<file path="config.mk">
export PLATFORM = sky130hd
export DESIGN_NAME = mc_controller
export DESIGN_NICKNAME = d
export VERILOG_FILES = /design/src/rtl/mc_controller.sv
export SDC_FILE = /design/constraint.sdc
export NUM_CORES = 1
export LEC_CHECK = 0
export ABC_AREA = 1
export ABC_CLOCK_PERIOD_IN_PS = 2300
export CORE_MARGIN = 5
export CORE_UTILIZATION = 41
export CTS_CLUSTER_SIZE = 40
export DETAILED_ROUTE_END_ITERATION = 16
export PLACE_DENSITY = 0.87
export SKIP_CTS_REPAIR_TIMING = 1
export SYNTH_ARGS = -nofsm -noshare
export SYNTH_HDL_FRONTEND = slang
export SYNTH_SLANG_ARGS = --single-unit
export TNS_END_PERCENT = 5
</file>
<file path="constraint.sdc">
create_clock -name clk -period 2.3 [get_ports clk]
set_input_delay 0.23 -clock clk [delete_from_list [all_inputs] [get_ports clk]]
set_output_delay 0.23 -clock clk [all_outputs]
set_load 0.05 [all_outputs]
</file>
<file path="src/rtl/mc_controller.sv">
// mc_controller: multicycle RISC-V main control FSM; clk/reset in, op/Zero/mem_ready in, datapath enables/selects, ImmSrc, instr_done, illegal, state out
module mc_controller #(
  parameter bit SUPPORT_LUI     = 1'b1,
  parameter bit TRAP_ON_ILLEGAL = 1'b1
) (
  input  logic       clk,
  input  logic       reset,
  input  logic [6:0] op,
  input  logic       Zero,
  input  logic       mem_ready,
  output logic       PCWrite,
  output logic       AdrSrc,
  output logic       MemWrite,
  output logic       IRWrite,
  output logic       RegWrite,
  output logic [1:0] ResultSrc,
  output logic [1:0] ALUSrcA,
  output logic [1:0] ALUSrcB,
  output logic [1:0] ALUOp,
  output logic [2:0] ImmSrc,
  output logic       instr_done,
  output logic       illegal,
  output logic [3:0] state
);
  typedef enum logic [3:0] {
    FETCH = 4'd0, DECODE = 4'd1, MEMADR = 4'd2, MEMREAD = 4'd3, MEMWB = 4'd4,
    MEMWRITE = 4'd5, EXECUTER = 4'd6, EXECUTEI = 4'd7, ALUWB = 4'd8, BEQ = 4'd9,
    JAL = 4'd10, LUI = 4'd11, TRAP = 4'd12
  } state_t;
  localparam logic [6:0] OP_LW = 7'b0000011, OP_SW = 7'b0100011, OP_R = 7'b0110011,
    OP_I = 7'b0010011, OP_BEQ = 7'b1100011, OP_JAL = 7'b1101111, OP_LUI = 7'b0110111;
  state_t state_q, state_d, dec_next;
  logic illegal_q, illegal_d, dec_illegal;
  logic pc_we, mem_we, ir_we, reg_we;
  always_comb begin
    dec_illegal = 1'b0;
    dec_next = FETCH;
    case (op)
      OP_LW, OP_SW: dec_next = MEMADR;
      OP_R:         dec_next = EXECUTER;
      OP_I:         dec_next = EXECUTEI;
      OP_BEQ:       dec_next = BEQ;
      OP_JAL:       dec_next = JAL;
      OP_LUI:       dec_next = SUPPORT_LUI ? LUI : (TRAP_ON_ILLEGAL ? TRAP : FETCH);
      default:      dec_next = TRAP_ON_ILLEGAL ? TRAP : FETCH;
    endcase
    dec_illegal = !(op == OP_LW || op == OP_SW || op == OP_R || op == OP_I ||
                    op == OP_BEQ || op == OP_JAL || (SUPPORT_LUI && op == OP_LUI));
  end
  always_comb begin
    ImmSrc = op == OP_SW ? 3'b001 : op == OP_BEQ ? 3'b010 : op == OP_JAL ? 3'b011 :
             (SUPPORT_LUI && op == OP_LUI) ? 3'b100 : 3'b000;
  end
  always_comb begin
    state_d    = state_q;
    illegal_d  = illegal_q;
    pc_we      = 1'b0;
    mem_we     = 1'b0;
    ir_we      = 1'b0;
    reg_we     = 1'b0;
    AdrSrc     = 1'b0;
    ResultSrc  = 2'b00;
    ALUSrcA    = 2'b00;
    ALUSrcB    = 2'b00;
    ALUOp      = 2'b00;
    instr_done = 1'b0;
    case (state_q)
      FETCH: begin
        ALUSrcB   = 2'b10;
        ResultSrc = 2'b10;
        ir_we     = mem_ready;
        pc_we     = mem_ready;
        state_d   = mem_ready ? DECODE : FETCH;
      end
      DECODE: begin
        ALUSrcA    = 2'b01;
        ALUSrcB    = 2'b01;
        state_d    = dec_next;
        illegal_d  = illegal_q | dec_illegal;
        instr_done = dec_illegal & !TRAP_ON_ILLEGAL;
      end
      MEMADR: begin
        ALUSrcA = 2'b10;
        ALUSrcB = 2'b01;
        state_d = op == OP_LW ? MEMREAD : MEMWRITE;
      end
      MEMREAD: begin
        AdrSrc  = 1'b1;
        state_d = mem_ready ? MEMWB : MEMREAD;
      end
      MEMWB: begin
        ResultSrc  = 2'b01;
        reg_we     = 1'b1;
        instr_done = 1'b1;
        state_d    = FETCH;
      end
      MEMWRITE: begin
        AdrSrc     = 1'b1;
        mem_we     = 1'b1;
        instr_done = mem_ready;
        state_d    = mem_ready ? FETCH : MEMWRITE;
      end
      EXECUTER: begin
        ALUSrcA = 2'b10;
        ALUOp   = 2'b10;
        state_d = ALUWB;
      end
      EXECUTEI: begin
        ALUSrcA = 2'b10;
        ALUSrcB = 2'b01;
        ALUOp   = 2'b10;
        state_d = ALUWB;
      end
      ALUWB: begin
        reg_we     = 1'b1;
        instr_done = 1'b1;
        state_d    = FETCH;
      end
      BEQ: begin
        ALUSrcA    = 2'b10;
        ALUOp      = 2'b01;
        pc_we      = Zero;
        instr_done = 1'b1;
        state_d    = FETCH;
      end
      JAL: begin
        ALUSrcA = 2'b01;
        ALUSrcB = 2'b10;
        pc_we   = 1'b1;
        state_d = ALUWB;
      end
      LUI: begin
        ALUSrcA = 2'b11;
        ALUSrcB = 2'b01;
        state_d = ALUWB;
      end
      TRAP:    state_d = TRAP;
      default: state_d = FETCH;
    endcase
  end
  always_ff @(posedge clk or posedge reset) begin
    if (reset) begin
      state_q   <= FETCH;
      illegal_q <= 1'b0;
    end else begin
      state_q   <= state_d;
      illegal_q <= illegal_d;
    end
  end
  // reset is async, so FETCH's mem_ready-driven enables must be masked while it is held
  assign PCWrite  = pc_we & ~reset;
  assign MemWrite = mem_we & ~reset;
  assign IRWrite  = ir_we & ~reset;
  assign RegWrite = reg_we & ~reset;
  assign illegal  = illegal_q;
  assign state    = state_q;
endmodule

</file>
==> summary.md <==
| Metric | Value |
|---|---|
| Status | completed |
| Leading cell type in the layout, fill and taps excluded | sky130_fd_sc_hd__nand2_1 |
| Die Footprint | 2410 um^2 |
| Number of iterations in the first detailed-routing pass | 4 |
| Post-synthesis xor/xnor area fraction | 0 |
| Adder-Cell Fraction of Synth Area | 0 |
| Maximum number of pins on one net before global-route repair | 10 |
| Worst voltage drop across the vdd grid | 0.445 mV |
| Synthesized cell area | 628 um^2 |
| Root buffer cell | sky130_fd_sc_hd__clkbuf_4 |
| Met3 Track Usage GR | 0.0489 |
| Mux contribution to synthesized area | 0 |
| Post-synthesis sequential element count | 5 |
| R2r endpoint | state[0] |
| Top Usage Layer GRT | met2 |
| Number of standard-cell rows in the floorplan | 14 |
| Clock Pin Slew Worst Setup and Hold Paths | 0.04 ns |
| Data required time of the critical path | 2.07 ns |
| Crit path launch type | register |
| Port buffer count | 32 |
| Commonest non-fill, non-tap cells in the layout | 27 x sky130_fd_sc_hd__nand2_1, 21 x sky130_fd_sc_hd__clkdlybuf4s50_1, 15 x sky130_fd_sc_hd__inv_1 |
| Worst setup endpoint | MemWrite |
| Initial Utilization | 0.427 |
| Worst Setup SP | state[1] |
| Routed via count divided by cell count | 5.06 |
| Family with the most delay on the worst path | buffers and inverters |
| Width of the die | 49.1 um |
| Area added between synthesis and finish | 60.2% |
| Post-route cell area | 1010 um^2 |
| Crit path time final | 2.19 ns |
| Count of placed standard cells including taps | 151 |
| Cell leakage power | 0.576 nW |
| Setup Slack @ Placement | 0.332 ns |
| Wirelength per Cell | 11.4 um |
| Worst path bufs/invs | 1 |
| Number of global-route vias before repair | 745 |
| Global-route usage over all layers | 0.153 |
| Combinational family with the most area after synthesis | simple AND/OR/NAND/NOR gates |
| Commonest register cell after synthesis | sky130_fd_sc_hd__dfrtp_1 |
| Final worst clock skew | 0.00286 ns |
| Non-Filler Instances | 155 |
| Depth of the worst register-to-register path | 6 |
| Max transition margin | 0.646 |
| Distinct cell type count after synthesis | 23 |
| HPWL after detailed placement | 1540 um |
| Initial antenna violation count | 0 |
| Hold Crit Class | in2async |
| Power Density | 1150 nW/um^2 |
| Total grt overflow | 0 |
| Simple-Gate Fraction of Synth Area | 0.552 |
| Crit share post-route | 0.954 |
| Crit path setup slack, layout | 0.107 ns |
| Cell area reported after detailed placement | 975 um^2 |
| Fin. Hold Viols | 0 |
| Largest stage delay on the critical path | 0.80 ns |
| # clock sinks | 5 |
| Critical Path Sink Type | primary output |
| Number of primary I/O pins | 33 |
| Routability congestion estimate | 0.882 |
| Count of max-cap constraint violations | 0 |
| Top achievable clock speed | 0.456 GHz |
| R2r startpoint | state[1] |
| Worst EP arrival | 1.96 ns |
| CP max-delay cell | sky130_fd_sc_hd__clkdlybuf4s50_1 |
| Total wire length | 1770 um |
| Number of pins with negative max-slew slack in the final report | 0 |
| CTS tree | built |
| Antenna diode instance count | 0 |
| List of cells traversed by the critical path | nor2_8, nand2_1, nor2_1, clkdlybuf4s50_1 |
| Global Route met2 Usage | 0.283 |
| Compound-cell area share of the yosys netlist | 0.0996 |
| Count of flip-flops with a built-in enable after synthesis | 0 |
| Initial DRC Count | 12 |
| Ys async rst share | 1.00 |
| Slew at the pin with the worst max-slew slack | 0.529 ns |
| Per-instance average area after synthesis | 6.04 um^2 |
| Chip height | 49.1 um |
| Clock buffer count from CTS | 3 |
| Setup slack of the most critical reg-to-reg path | 1.06 ns |
| Global-route track usage on met1 | 0.144 |
| Placeable core region | 1470 um^2 |
| Number of nets still failing antenna checks after routing | 0 |
| Largest fanout of any net on the critical path | 9 |
| Ratio of cells with drive above 1 in the final layout | 0.223 |
| DRC errors left | 0 |
| Worst-Skew Late Latency | 0.24 ns |
| CP Class | reg2out |
| Deepest clock path buffer count | 2 |
| Unrepaired setup endpoints after global routing | false |
| H-tree Lvls | 1 |
| Synthesized net count | 115 |
| Number of nets in the layout | 151 |
| Global-route wire length before repair | 2970 um |
| Proportion of synthesized chip area in sequential cells | 0.199 |
| Number of failing setup endpoints in the final timing report | 0 |
| Vias after detailed routing | 785 |
| Gate Count Post-Synth | 104 |
| Synthesis Warnings | 0 |
| Logic depth of the worst path, buffers included | 4 |
| Final Power | 1.15 mW |
[sequential cells by signal (all words and copies together) (netlist names)]
name,count
state,4
illegal,1
[cell families (layout without fill, tap and decap cells)]
logic type / after synthesis / count (layout)
buffers and inverters: 22 / 57
flip-flops: 5 / 5
AND/OR/NAND/NOR: 68 / 68
AO/OA/AOI/OAI: 9 / 9
[per-stage QoR]
| stage | util | hold slack [ns] | setup TNS [ns] |
|---|---|---|---|
| finish | 0.684 | 0.301 | 0 |
| global route | 0.684 | 0.309 | 0 |
| CTS | 0.680 | 0.307 | 0 |
| detailed placement | 0.662 | 0.457 | 0 |
| global placement | 0.662 | 0.451 | 0 |
| floorplan | - | 0.0168 | -0.0588 |
[synth_stat cells (2+ instances only)]
cell type,instances,share of area
sky130_fd_sc_hd__nand2_2,3,0.030
sky130_fd_sc_hd__o21ai_0,4,0.032
sky130_fd_sc_hd__nor2_2,3,0.030
sky130_fd_sc_hd__inv_2,4,0.024
sky130_fd_sc_hd__nor3_1,4,0.032
sky130_fd_sc_hd__dfrtp_1,5,0.20
sky130_fd_sc_hd__nand3_1,8,0.064
sky130_fd_sc_hd__nand4_1,3,0.030
sky130_fd_sc_hd__nand2_1,27,0.16
sky130_fd_sc_hd__nor2_8,2,0.064
sky130_fd_sc_hd__inv_1,15,0.090
sky130_fd_sc_hd__nor2_1,15,0.090
[layer usage]
layer	part of all wire	routed length, um
met1	0.36	640
met2	0.53	942
met3	0.086	153
met4	0.019	33
met5	0	0
[power by group]
group	switching (mW)	leakage, nW	internal, mW
Sequential	0.0368	0.0618	0.109
Clock	0.0331	0.0150	0.0654
Combinational	0.629	0.499	0.280
[how the worst min path moves through the flow]
stage | depth (start not counted) | end
finish | 2 | state[1]
floorplan | 1 | illegal
global route | 2 | state[3]
global placement | 2 | illegal
CTS | 2 | state[1]
detailed placement | 2 | illegal
[layout make-up]
cell class              count  area [um^2]
multi-input cells          77          412
fillers                   147          465
repair buffers             32          340
inverters                  21         82.6
clock buffers               4         26.3
well taps                  16         20.0
flip-flops and latches      5          125
Power figures use the tool's default switching activity.
